File: src/rtl/mips_pkg.sv
// ---------------------------------------------------------------------------
// mips_pkg
// Shared definitions for the instruction-mix profiler.
//   - Opcode constants for the classes the classifier recognises.
//   - Read-select encodings for the snapshot read port.
//   - State typedefs for the control FSM and the read FSM.
// ---------------------------------------------------------------------------
package mips_pkg;

    localparam logic [5:0] OP_RTYPE = 6'h00;
    localparam logic [5:0] OP_J     = 6'h02;
    localparam logic [5:0] OP_JAL   = 6'h03;

    // One counter per instruction class plus a running total.
    localparam int NUM_CNT = 4;

    typedef enum logic [1:0] {
        SEL_I   = 2'd0,
        SEL_R   = 2'd1,
        SEL_J   = 2'd2,
        SEL_TOT = 2'd3
    } rd_sel_e;

    typedef enum logic {
        S_IDLE = 1'b0,
        S_RUN  = 1'b1
    } ctrl_state_e;

    typedef enum logic {
        R_IDLE = 1'b0,
        R_RESP = 1'b1
    } rd_state_e;

endpackage

File: src/rtl/instr_mix_counter_ctrl_statistics.sv
// ---------------------------------------------------------------------------
// statistics
// Combinational opcode classifier. Exactly one output is high for any op.
// Ports:
//   op  in  6  opcode of the instruction
//   i   out 1  immediate-class instruction (everything that is not R or J)
//   r   out 1  R-type instruction (opcode 0x00)
//   j   out 1  jump instruction (J or JAL)
// ---------------------------------------------------------------------------
module statistics
    import mips_pkg::*;
(
    input  logic [5:0] op,
    output logic       i,
    output logic       r,
    output logic       j
);

    assign r = (op == OP_RTYPE);
    assign j = (op == OP_J) || (op == OP_JAL);
    assign i = !r && !j;

endmodule

File: src/rtl/instr_mix_counter_ctrl.sv
// ---------------------------------------------------------------------------
// instr_mix_counter_ctrl
// Profiles retired instructions by class (I/R/J) plus a total count, with
// run/stop control, synchronous clear and a req/ack snapshot read port.
// Ports:
//   clk          in   1      system clock, rising edge
//   rst_n        in   1      synchronous reset, active low
//   op           in   6      opcode of the retiring instruction
//   instr_valid  in   1      op is a retired instruction this cycle
//   start        in   1      pulse: begin counting
//   stop         in   1      pulse: stop counting (wins over start)
//   clr          in   1      pulse: zero all counters and ovf
//   rd_req       in   1      read request, accepted only in R_IDLE
//   rd_sel       in   2      0=I, 1=R, 2=J, 3=total
//   rd_ack       out  1      one-cycle pulse, rd_data valid
//   rd_data      out  CNT_W  snapshot of the selected counter
//   running      out  1      1 while counting is enabled
//   ovf          out  1      sticky overflow/saturation flag
// ---------------------------------------------------------------------------
module instr_mix_counter_ctrl
    import mips_pkg::*;
#(
    parameter int CNT_W  = 32,
    parameter bit SAT_EN = 1'b1
) (
    input  logic             clk,
    input  logic             rst_n,
    input  logic [5:0]       op,
    input  logic             instr_valid,
    input  logic             start,
    input  logic             stop,
    input  logic             clr,
    input  logic             rd_req,
    input  logic [1:0]       rd_sel,
    output logic             rd_ack,
    output logic [CNT_W-1:0] rd_data,
    output logic             running,
    output logic             ovf
);

    // Returns {flag, next}. flag marks the event that makes ovf sticky:
    // reaching all-ones when saturating, or wrapping past all-ones otherwise.
    function automatic logic [CNT_W:0] cnt_incr(input logic [CNT_W-1:0] val);
        logic [CNT_W-1:0] all_ones;
        logic [CNT_W-1:0] nxt;
        logic             flag;
        all_ones = '1;
        if (val == all_ones) begin
            nxt  = SAT_EN ? val : '0;
            flag = 1'b1;
        end else begin
            nxt  = val + 1'b1;
            flag = SAT_EN && (nxt == all_ones);
        end
        return {flag, nxt};
    endfunction

    logic cls_i, cls_r, cls_j;

    statistics u_statistics (
        .op (op),
        .i  (cls_i),
        .r  (cls_r),
        .j  (cls_j)
    );

    ctrl_state_e      ctrl_state_q;
    rd_state_e        rd_state_q;
    logic             running_q;
    logic             ovf_q;
    logic             rd_ack_q;
    logic [CNT_W-1:0] rd_data_q;

    logic [NUM_CNT-1:0] hit;
    logic [NUM_CNT-1:0] ovf_hit;
    logic [CNT_W-1:0]   cnt_val [NUM_CNT];
    logic               count_en;

    // Map classifier outputs onto counter slots by read-select encoding.
    always_comb begin
        hit          = '0;
        hit[SEL_I]   = cls_i;
        hit[SEL_R]   = cls_r;
        hit[SEL_J]   = cls_j;
        hit[SEL_TOT] = 1'b1;
    end

    // Uses the registered state, so an instruction in the start cycle is
    // dropped and one in the stop cycle is still counted.
    assign count_en = (ctrl_state_q == S_RUN) && instr_valid;

    generate
        for (genvar gi = 0; gi < NUM_CNT; gi++) begin : g_cnt
            logic [CNT_W-1:0] cnt_q;
            logic [CNT_W-1:0] cnt_d;
            logic [CNT_W:0]   inc_res;

            assign inc_res     = cnt_incr(cnt_q);
            assign cnt_d       = (count_en && hit[gi]) ? inc_res[CNT_W-1:0] : cnt_q;
            assign ovf_hit[gi] = count_en && hit[gi] && inc_res[CNT_W];
            assign cnt_val[gi] = cnt_q;

            // clr has priority over a same-cycle increment.
            always_ff @(posedge clk) begin
                if (!rst_n || clr) begin
                    cnt_q <= '0;
                end else begin
                    cnt_q <= cnt_d;
                end
            end
        end
    endgenerate

    always_ff @(posedge clk) begin
        if (!rst_n) begin
            ctrl_state_q <= S_IDLE;
            running_q    <= 1'b0;
            rd_state_q   <= R_IDLE;
            rd_ack_q     <= 1'b0;
            rd_data_q    <= '0;
            ovf_q        <= 1'b0;
        end else begin
            case (ctrl_state_q)
                S_IDLE: begin
                    if (start && !stop) begin
                        ctrl_state_q <= S_RUN;
                        running_q    <= 1'b1;
                    end
                end
                S_RUN: begin
                    if (stop) begin
                        ctrl_state_q <= S_IDLE;
                        running_q    <= 1'b0;
                    end
                end
                default: begin
                    ctrl_state_q <= S_IDLE;
                    running_q    <= 1'b0;
                end
            endcase

            if (clr) begin
                ovf_q <= 1'b0;
            end else if (|ovf_hit) begin
                ovf_q <= 1'b1;
            end

            // Snapshot is the pre-increment, pre-clear register value.
            case (rd_state_q)
                R_IDLE: begin
                    if (rd_req) begin
                        rd_state_q <= R_RESP;
                        rd_ack_q   <= 1'b1;
                        rd_data_q  <= cnt_val[rd_sel];
                    end
                end
                R_RESP: begin
                    rd_state_q <= R_IDLE;
                    rd_ack_q   <= 1'b0;
                end
                default: begin
                    rd_state_q <= R_IDLE;
                    rd_ack_q   <= 1'b0;
                end
            endcase
        end
    end

    assign rd_ack  = rd_ack_q;
    assign rd_data = rd_data_q;
    assign running = running_q;
    assign ovf     = ovf_q;

endmodule

File: config.mk
export PLATFORM = sky130hd
export DESIGN_NAME = instr_mix_counter_ctrl
export DESIGN_NICKNAME = d
export VERILOG_FILES = /design/src/rtl/mips_pkg.sv /design/src/rtl/instr_mix_counter_ctrl_statistics.sv /design/src/rtl/instr_mix_counter_ctrl.sv
export SDC_FILE = /design/constraint.sdc
export NUM_CORES = 1
export LEC_CHECK = 0
export CAP_MARGIN = 20
export CORE_ASPECT_RATIO = 1.2
export CORE_UTILIZATION = 30
export CTS_CLUSTER_DIAMETER = 150
export DETAILED_ROUTE_END_ITERATION = 10
export GPL_TIMING_DRIVEN = 0
export PLACE_DENSITY = 0.42
export SLEW_MARGIN = 5
export SYNTH_ARGS = -nofsm -noshare
export SYNTH_HDL_FRONTEND = slang
export SYNTH_SLANG_ARGS = --single-unit
File: constraint.sdc
create_clock -name clk -period 3.6 [get_ports clk]
set_input_delay 0.72 -clock clk [delete_from_list [all_inputs] [get_ports clk]]
set_output_delay 0.72 -clock clk [all_outputs]
set_load 0.01 [all_outputs]
Word level (Yosys, flattened, before mapping):

Cells that the tools add are included.
W data, S select, Z words.

* flip-flop bits (word level): 165
* input port bits: 15
* output and inout bits: 35
* word-level logic and storage cells: 78

* add/subtract/negate cells: 4
* order comparisons: 1
* eq/ne operators: 13
* muxes and demuxes: 17
* bitwise gates (word level): 8
* reductions and logical operators: 25

Operator list (number)
* $eq A32 B32 Y1 const B: 8
* $add A32 B1 Y32 const B: 4
* $bmux W32 S2: 1
* $mux W32: 2
* $eq A6 B2 Y1 const B: 2
* $reduce_and A2 Y1: 6
* $logic_and A1 B1 Y1: 10
* $mux W1: 10
* $pmux W1 S2: 4
* $not A1 Y1: 7
* $logic_not A6 Y1: 1
* $ne A2 B2 Y1 const B: 3
* $logic_not A1 Y1: 4
* $reduce_or A4 Y1: 1
* $ge A3 B3 Y1 const B: 1
* $not A2 Y3: 1
* $logic_or A1 B1 Y1: 2
* $reduce_or A2 Y1: 1

Longest topological paths before layout:

Gate-level depths: netlist (run 1).

* word-level depth: 7
* depth in mapped cells: 11
* mapped depth without buffers: 9

Hierarchy:

From an unflattened synthesis (run 1), not the netlist that was laid out.

* cells, all modules: 1162
* area, all modules: 9656.8 sq um

Modules (own cells, without submodules)
* instr_mix_counter_ctrl: times used 1, cells an instance 1157, area an instance 9615.5 sq um, sequential area each 3303.2 sq um
* statistics: times used 1, cells an instance 5, area an instance 41.3 sq um, sequential area each 0.0 sq um

Worst setup path before layout (run 1):

Ideal clock, no wire load.

* path kind: input to register
* from: input op[3]
* to: register g_cnt[1].cnt_q[28]
* library setup time: 128 ps
* arrival time: 2537 ps
* data required time: 3472 ps
* setup slack: 935 ps
* cell stages on the path: 7
* buffers on the path: 1
* cells stage by stage: nor4_1 -> nand3_1 -> a41oi_2 -> clkbuf_1 -> nand4_1 -> xnor2_1 -> nor2_1

* longest elaborated chain between the ends: 3

RTL lines
* from (decl): RTL line instr_mix_counter_ctrl.sv:28 `input logic [5:0] op,`
* $logic_not A6 Y1: RTL line instr_mix_counter_ctrl_statistics.sv:19 `assign r = (op == OP_RTYPE);`
* $logic_and A1 B1 Y1: RTL line instr_mix_counter_ctrl.sv:99 `assign cnt_d = (count_en && hit[gi]) ? inc_res[CNT_W-1:0] : cnt_q;`
* $reduce_and A2 Y1 (no source line)
* to (signal assigned): RTL line instr_mix_counter_ctrl.sv:108 `cnt_q <= cnt_d;`
* to (decl): RTL line instr_mix_counter_ctrl.sv:94 `logic [CNT_W-1:0] cnt_q;`

No other way between the ends.
A chain may end at the register's enable or synchronous reset.

Final worst setup path (run 1):

* from: input instr_valid
* to: register g_cnt[1].cnt_q[28]

* longest elaborated chain between the ends: 3

RTL lines
* from (decl): RTL line instr_mix_counter_ctrl.sv:29 `input logic instr_valid,`
* $logic_and A1 B1 Y1: RTL line instr_mix_counter_ctrl.sv:90 `assign count_en = (ctrl_state_q == S_RUN) && instr_valid;`
* $logic_and A1 B1 Y1: RTL line instr_mix_counter_ctrl.sv:99
* $reduce_and A2 Y1 (no source line)

No other way between the ends.

==> flow_metrics.py, run 1 <==
metrics = {
    "synth": {
        "postSynthCellCount": 1175,
        "synth_seq_cells": 165,
        "synth-simple-area-share_pct": 31.5,
        "syn-num-nets": 1198,
        "synth_mux_area_share_pct": 7.52,
        "yosysWarnings": 0,
        "synth-async-reset-ratio_pct": 0,
        "synth.avg_cell_area_um2": 8.28,
        "synthAdderAreaFrac_pct": 1.03,
        "yosysSeqAreaShare_pct": 33.9,
        "synth_cell_types": 68,
        "synth_top_family_by_area": "simple AND/OR/NAND/NOR gates",
        "synthFlopType": "dfxtp_1",
        "syn-cell-area_um2": 9730,
        "synth_edf_count": 0,
        "synth-compound-area-share_pct": 8.88,
        "synthXorXnorAreaFrac_pct": 12.7,
    },
    "power": {
        "power.leakage_nw": 3.36,
        "pwr-share-clk_pct": 50.9,
        "total_power_mw": 4.06,
        "combPwrFrac_pct": 4.0,
        "internal-power_mw": 3.13,
        "ir_worst_vdd_mv": 0.219,
        "p_switching_uw": 932,
        "p_seq_share_pct": 45.1,
        "sw_frac_of_total_pct": 23.0,
        "powerDensity_nw_per_um2": 356,
    },
    "route": {
        "totalWireLength_um": 35700,
        "remaining_drc_errors": 2,
        "drt_iter0_markers": 734,
        "vias": 8977,
        "wl_per_cell_um": 21.5,
        "ant_nets": 0,
        "viasPerCell": 5.41,
        "drtPass1Iterations": 11,
    },
    "floorplan": {
        "placement_rows": 71,
        "die_width_um": 166,
        "core_area_um2": 31600,
        "die_height_um": 199,
        "fp.dieArea_um2": 33200,
        "start_util_pct": 30.8,
        "io_pins": 50,
    },
    "placed_design": {
        "dp_slack_ns": -0.254,
        "portBuffers": 47,
        "place_area_um2": 10700,
        "dp_hpwl_um": 27900,
        "place_congestion": 0.922,
    },
    "global_routing": {
        "grtUsageMet3_pct": 2.55,
        "antenna_found_initial": 1,
        "grtUsageMet1_pct": 27.9,
        "grt_pass1_vias": 8688,
        "grt_max_degree": 17,
        "top_usage_layer": "met2",
        "grt.total_usage_pct": 22.0,
        "gr-usage-met2_pct": 38.2,
        "grt_overflow": 0,
        "grt_pass1_wl_um": 53800,
    },
    "setup_path": {
        "cp-end-kind": "flop",
        "cp-start-kind": "input port",
        "worstPathMaxFanout": 10,
        "arrival_ns": 3.74,
        "crit_type": "input port to flop",
        "critPathRequiredTime_ns": 3.90,
    },
    "timing": {
        "maxSlewHeadroom_pct": 22.1,
        "max_freq_mhz": 291,
        "hold_violations": 0,
        "rsz0062_at_grt": "no",
        "setup_ws_ns": 0.160,
        "period_minus_slack_ns": 3.44,
        "worst_slew_pin_slew_ns": 1.17,
        "finalCritPeriodShare_pct": 95.6,
        "hold_ws_ns": 0.462,
        "skew_ns": 0.0143,
        "setup_viol": 0,
        "finalMaxSlewViolations": 0,
        "setup_tns_ns": 0,
    },
    "layout": {
        "finalInstanceArea_um2": 11400,
        "layout-drive-gt1-share_pct": 8.19,
        "fillers": 3379,
        "insertedDiodeCount": 0,
        "syn_to_final_growth_pct": 17.2,
        "final_nets": 1267,
        "final_cell_mix": "nor2_1 (169), dfxtp_1 (165), nand2_1 (134)",
        "layout.cells.most_common": "nor2_1",
    },
    "job": {
        "maxCapViolCount": 0,
    },
    "clocking": {
        "htreeDepth": 4,
        "insertion_delay_ns": 0.44,
        "cts.sinks": 165,
        "cts_buffers": 17,
        "clock_path_buffers": 2,
        "clockRootBuffer": "clkbuf_16",
        "clkTransAtPathRegs_ns": 0.07,
        "post-cts-setup-buffer-count": 0,
        "cts_tree": "done",
        "cts-resized-gates": 1,
        "cts_hold_buffers": 0,
    },
    "min_path": {
        "hold_class": "flop to flop",
    },
    "outcome": {
        "status": "finished with violations",
        "violations": "design-rule violations",
    },
}
[power by group through the flow]
stage	Sequential (mW)	Combinational [mW]	Clock, mW
finish	1.83	0.161	2.07
global route	1.83	0.174	2.18
global placement	1.87	0.165	0
CTS	1.83	0.165	2.12
floorplan	1.87	0.0863	0
detailed placement	1.87	0.165	0
[flip-flops by register name, summed over array words and instances, names as in the netlist]
register,count
ovf,1
rd_data,32
rd_state_q,1
g_cnt.cnt_q,128
rd_ack,1
running,1
ctrl_state_q,1
[cell usage after synthesis (all sizes together), types with 6 or more instances]
cell type | count | area (um2)
nor3 | 33 | 165
xnor2 | 77 | 674
nand2 | 134 | 503
nor4 | 37 | 265
a31oi | 7 | 43.8
nand4 | 60 | 375
nand4b | 6 | 52.6
a211oi | 11 | 82.6
mux4 | 32 | 721
xor2 | 64 | 561
and2 | 11 | 68.8
or3 | 10 | 62.6
a21oi | 11 | 55.1
ha | 8 | 100
nand3 | 65 | 335
or4 | 11 | 93.8
clkbuf | 63 | 236
dfxtp | 165 | 3300
and3 | 23 | 144
o21ai | 18 | 93.8
buf | 19 | 103
nand2b | 6 | 37.5
and4 | 16 | 140
a21boi | 35 | 263
nor2 | 170 | 641
inv | 24 | 90.1
[per-layer routing]
layer / up-vias / routed length (um) / part of all wire (%)
li1: 4325 / - / -
met1: 4423 / 16300 / 46
met2: 187 / 17400 / 49
met3: 42 / 1070 / 3.0
met4: 0 / 979 / 2.7
met5: - / 0 / 0
[worst max-delay path, cell delays in order]
cell             delay (ns)
clkdlybuf4s50_1        0.48
and2_1                 0.12
clkbuf_1               0.52
nand3_1                0.27
a41oi_2                0.60
clkbuf_1               0.57
nand4_1                0.19
xnor2_1                0.19
nor2_1                 0.05
[path summary, 6_finish.rpt]
path / end / startpoint / slack (ns) / cells past startpoint
hold reg to reg: rd_data[16] / rd_data[16] / 0.46 / 2
setup reg to reg: ovf / g_cnt[1].cnt_q[1] / 0.30 / 8
hold / removal: rd_data[16] / rd_data[16] / 0.46 / 2
setup / recovery: g_cnt[1].cnt_q[28] / instr_valid / 0.16 / 9
[kinds of logic (layout without fill, tap and decap cells)]
group / after synthesis / after routing
compound gates: 119 / 119
flops: 165 / 165
buf+inv: 106 / 188
mux: 33 / 33
simple gates: 603 / 603
xor+xnor: 141 / 141
fa+ha+maj: 8 / 8
[final cells by class]
type	instances	area [um2]	share of cell area (%)
buffer	82	339	2.97
clock buffer	19	443	3.88
clock inverter	13	205	1.80
inverter	24	90.1	0.790
multi-input combinational	904	6030	52.9
sequential	165	3300	29.0
tap	401	502	4.40
timing repair buffer	50	497	4.35
[through the flow]
step | util, % | std cells
after global placement | 33.8 | 1623
after floorplan | - | 1175
after detailed placement | 33.9 | 1625
final | 36.1 | 1658
after CTS | 36.0 | 1657
after global routing | 36.1 | 1658
No activity file was read; power rests on OpenSTA's default activity.
==> inputs of run 2 (changes only) <==
- CORE_MARGIN: not set -> 2
==> flow_metrics.py, run 2 (same netlist as run 1, synthesis figures left out) <==
metrics = {
    "outcome": {
        "status": "finished clean",
    },
    "global_routing": {
        "grt_pass1_vias": 8737,
        "grt_max_degree": 17,
        "antenna_found_initial": 1,
        "grt_overflow": 0,
        "grt_pass1_wl_um": 54300,
        "grt.total_usage_pct": 21.3,
    },
    "clocking": {
        "clkTransAtPathRegs_ns": 0.07,
        "clock_path_buffers": 2,
        "cts.sinks": 165,
        "cts_buffers": 17,
        "insertion_delay_ns": 0.44,
        "clockRootBuffer": "clkbuf_16",
        "htreeDepth": 4,
        "cts_tree": "done",
        "post-cts-setup-buffer-count": 0,
    },
    "placed_design": {
        "dp_slack_ns": -0.196,
        "dp_hpwl_um": 27800,
        "placedCellCount": 1631,
        "portBuffers": 47,
        "place_area_um2": 10700,
        "place_congestion": 0.931,
    },
    "layout": {
        "insertedDiodeCount": 0,
        "fin_cells": 1663,
        "layout-drive-gt1-share_pct": 8.20,
        "finalInstanceArea_um2": 11400,
        "fillers": 3397,
        "largest_reg_flops": 128,
        "syn_to_final_growth_pct": 16.8,
        "regMostFlops": "g_cnt.cnt_q",
        "final_nets": 1266,
        "layout.cells.most_common": "nor2_1",
        "final_cell_mix": "nor2_1 (169), dfxtp_1 (165), nand2_1 (134)",
    },
    "floorplan": {
        "placement_rows": 72,
        "core_area_um2": 32100,
        "start_util_pct": 30.3,
        "die_height_um": 201,
        "die_width_um": 168,
        "fp.dieArea_um2": 33900,
        "io_pins": 50,
    },
    "route": {
        "totalWireLength_um": 35300,
        "remaining_drc_errors": 0,
        "wl_per_cell_um": 21.2,
        "drtPass1Iterations": 5,
        "vias": 8869,
        "ant_nets": 0,
        "drt_iter0_markers": 631,
        "viasPerCell": 5.33,
    },
    "timing": {
        "setup_tns_ns": 0,
        "skew_ns": 0.0138,
        "finalMaxSlewViolations": 0,
        "period_minus_slack_ns": 3.40,
        "setup_ws_ns": 0.195,
        "setup_viol": 0,
        "finalCritPeriodShare_pct": 94.6,
        "worst_slew_pin_slew_ns": 1.06,
        "maxSlewHeadroom_pct": 29.0,
        "hold_violations": 0,
        "rsz0062_at_grt": "no",
        "max_freq_mhz": 294,
    },
    "setup_path": {
        "cp-startpoint": "g_cnt[1].cnt_q[1]",
        "r2r_start": "g_cnt[1].cnt_q[1]",
        "slowest_delay_ns": 0.69,
        "crit_type": "flop to flop",
        "cp-end-kind": "flop",
        "timing.rr.end": "ovf",
        "cp_cell_sequence": "ha_1 -> nand4_1 -> nor4_4 -> and4_1 -> o221ai_1 -> a2111oi_1 -> a32oi_1 -> a31oi_1",
        "worstPathMaxFanout": 9,
        "crit_family": "simple AND/OR/NAND/NOR gates",
        "cp-start-kind": "flop",
        "critPathRequiredTime_ns": 3.95,
        "critPathBufInv": 0,
        "worstRegToRegCells": 8,
        "arrival_ns": 3.76,
        "worst_path_max_delay_cell": "a2111oi_1",
        "rrSetupSlack_ns": 0.20,
    },
    "min_path": {
        "worstHoldPathCells": 1,
        "holdPathEnd": "rd_ack",
        "min_from": "rd_state_q",
        "hold_class": "flop to flop",
    },
    "power": {
        "power.leakage_nw": 3.33,
        "total_power_mw": 4.00,
        "powerDensity_nw_per_um2": 351,
        "ir_worst_vdd_mv": 0.226,
    },
    "job": {
        "maxCapViolCount": 0,
    },
}
[run 2: cell type report]
class | count | area [um2] | area share [%]
Multi-Input combinational cell | 904 | 6020 | 52.9
Clock buffer | 17 | 425 | 3.74
Inverter | 24 | 90.1 | 0.792
Timing Repair Buffer | 49 | 483 | 4.25
Tap cell | 407 | 509 | 4.48
Buffer | 82 | 339 | 2.98
Sequential cell | 165 | 3300 | 29.0
Clock inverter | 15 | 200 | 1.76
[run 2: power by group]
| part | leakage [nW] | switching [mW] | internal (mW) |
|---|---|---|---|
| logic | 1.69 | 0.109 | 0.0503 |
| registers | 1.33 | 0.00339 | 1.83 |
| clock network | 0.309 | 0.835 | 1.17 |
| total | 3.33 | 0.947 | 3.05 |
[run 2: how the worst max path moves through the flow]
stage	endpoint	slack [ns]	depth (start not counted)
3_5_place_dp	g_cnt[1].cnt_q[28]	-0.20	9
3_3_place_gp	g_cnt[1].cnt_q[28]	-1.11	8
2_1_floorplan	g_cnt[1].cnt_q[28]	0.94	7
6_report	ovf	0.20	8
4_1_cts	ovf	0.04	8
5_1_grt	ovf	0.09	8
[run 2: repair_timing]
action | 4_1_cts | 5_1_grt
gates resized for setup | 0 | 2
hold buffers | 0 | 0
setup endpoints to repair | 0 | 1
[run 2: metrics by stage]
step	util [%]	hold WS, ns
global route	35.5	0.477
global placement	33.4	0.429
finish	35.5	0.455
floorplan	-	0.412
CTS	35.4	0.453
detailed placement	33.5	0.438
[run 2: layer usage]
| layer | track usage [%] | part of all wire [%] |
|---|---|---|
| met1 | 27.6 | 45 |
| met3 | 2.91 | 3.9 |
| met2 | 35.9 | 48 |
| met4 | 8.41 | 3.2 |
| met5 | 0 | 0 |
==> inputs of run 3 (changes only) <==
- CORE_UTILIZATION: 30 -> 50
- PLACE_DENSITY: 0.42 -> 0.64
==> flow_metrics.py, run 3 (same netlist as run 1, synthesis figures left out) <==
metrics = {
    "power": {
        "sw_frac_of_total_pct": 24.5,
        "p_switching_uw": 950,
        "combPwrFrac_pct": 3.9,
        "ir_worst_vdd_mv": 0.359,
        "p_seq_share_pct": 47.3,
        "powerDensity_nw_per_um2": 348,
        "power.leakage_nw": 3.29,
        "internal-power_mw": 2.92,
        "pwr-share-clk_pct": 48.8,
    },
    "timing": {
        "finalCritPeriodShare_pct": 93.5,
        "maxSlewHeadroom_pct": 29.4,
        "hold_ws_ns": 0.443,
        "hold_violations": 0,
        "rsz0062_at_grt": "no",
        "period_minus_slack_ns": 3.36,
        "max_freq_mhz": 297,
        "finalMaxSlewViolations": 0,
        "skew_ns": 0.0137,
        "setup_viol": 0,
        "worst_slew_pin_slew_ns": 1.05,
    },
    "layout": {
        "final_cell_mix": "nor2_1 (169), dfxtp_1 (165), nand2_1 (134)",
        "syn_to_final_growth_pct": 14.4,
        "layout.cells.most_common": "nor2_1",
        "final_nets": 1266,
        "regMostFlops": "g_cnt.cnt_q",
        "layout-drive-gt1-share_pct": 7.97,
        "largest_reg_flops": 128,
        "final_core_util_pct": 58.6,
        "insertedDiodeCount": 0,
    },
    "setup_path": {
        "cp_cell_sequence": "ha_1 -> nand4_1 -> nor4_2 -> and3b_1 -> o221ai_1 -> a2111oi_0 -> a32oi_1 -> a31oi_1",
        "cp-end-kind": "flop",
        "arrival_ns": 3.71,
        "slowest_delay_ns": 0.72,
        "critPathRequiredTime_ns": 3.95,
        "critPathBufInv": 0,
        "r2r_start": "g_cnt[1].cnt_q[1]",
        "worstPathMaxFanout": 9,
        "cp-start-kind": "flop",
        "worst_path_max_delay_cell": "a2111oi_0",
        "cp-startpoint": "g_cnt[1].cnt_q[1]",
        "crit_family": "compound AO/OA/AOI/OAI gates",
        "crit_type": "flop to flop",
    },
    "placed_design": {
        "portBuffers": 47,
        "dp_hpwl_um": 23600,
        "place_congestion": 0.939,
    },
    "global_routing": {
        "grt_pass1_vias": 8517,
        "antenna_found_initial": 0,
        "grt_max_degree": 17,
        "grt.total_usage_pct": 30.6,
        "gr-usage-met2_pct": 51.8,
        "grtUsageMet1_pct": 38.2,
        "grt_pass1_wl_um": 48200,
        "grtUsageMet3_pct": 3.69,
        "grt_overflow": 0,
        "top_usage_layer": "met2",
    },
    "route": {
        "ant_nets": 0,
        "viasPerCell": 6.07,
        "drtPass1Iterations": 8,
        "wl_per_cell_um": 20.5,
        "remaining_drc_errors": 0,
        "totalWireLength_um": 31000,
        "drt_iter0_markers": 827,
        "vias": 9165,
    },
    "job": {
        "maxCapViolCount": 0,
    },
    "clocking": {
        "cts_tree": "done",
        "htreeDepth": 4,
        "insertion_delay_ns": 0.44,
        "cts_buffers": 17,
        "clockRootBuffer": "clkbuf_16",
        "clock_path_buffers": 2,
        "clkTransAtPathRegs_ns": 0.07,
        "cts.sinks": 165,
        "cts_hold_buffers": 0,
        "post-cts-setup-buffer-count": 0,
    },
    "min_path": {
        "min_from": "rd_state_q",
        "hold_class": "flop to flop",
    },
    "floorplan": {
        "die_width_um": 131,
        "start_util_pct": 51.2,
        "die_height_um": 157,
        "placement_rows": 55,
        "fp.dieArea_um2": 20600,
        "io_pins": 50,
        "core_area_um2": 19000,
    },
    "outcome": {
        "status": "finished clean",
    },
}
-- run 3: cell count changes in the layout (fill, tap and decap cells not counted), sizes merged --
| cell | change |
|---|---|
| clkinvlp | -1 |
| clkbuf | +1 |
| inv | +5 |
| bufinv | -2 |
| clkinv | -4 |
-- run 3: area by class of cell --
class / count / area (um2)
fill: 1795 / 7860
multi-input combinational: 904 / 6010
sequential: 165 / 3300
timing repair buffer: 49 / 480
clock buffer: 18 / 429
buffer: 82 / 339
tap: 256 / 320
clock inverter: 13 / 159
inverter: 24 / 90.1
-- run 3: final timing paths --
path,cells past startpoint,endpoint,slack (ns)
min reg2reg,1,rd_ack,0.44
max reg2reg,8,ovf,0.24
max,8,ovf,0.24
min,1,rd_ack,0.44
-- run 3: metal layers --
metal | vias to the layer above | wire, um
met2 | 372 | 14600
met5 | - | 0
met4 | 0 | 1630
li1 | 4326 | -
met1 | 4368 | 12800
met3 | 99 | 1980
-- run 3: power by group through the flow --
stage	Sequential, mW	Combinational, mW	Clock, mW
6_report	1.83	0.152	1.89
5_1_grt	1.83	0.162	1.98
4_1_cts	1.83	0.151	1.91
3_5_place_dp	1.87	0.150	0
3_3_place_gp	1.87	0.149	0
2_1_floorplan	1.87	0.0863	0
-- run 3: timing repair --
item	4_1_cts	5_1_grt
resized for setup	0	1
endpoints found under the hold margin	0	0
setup endpoints to repair	0	3
-- run 3: metrics by stage --
step / setup slack [ns] / total power [mW] / area (um2) / setup TNS [ns] / cells
floorplan: 0.935 / 1.96 / 9730 / 0 / 1175
global placement: -0.760 / 2.02 / 10500 / -21.17 / 1478
detailed placement: -0.239 / 2.02 / 10500 / -2.15 / 1478
CTS: 0.211 / 3.90 / 11100 / 0 / 1509
global route: 0.177 / 3.97 / 11100 / 0 / 1511
finish: 0.235 / 3.87 / 11100 / 0 / 1511
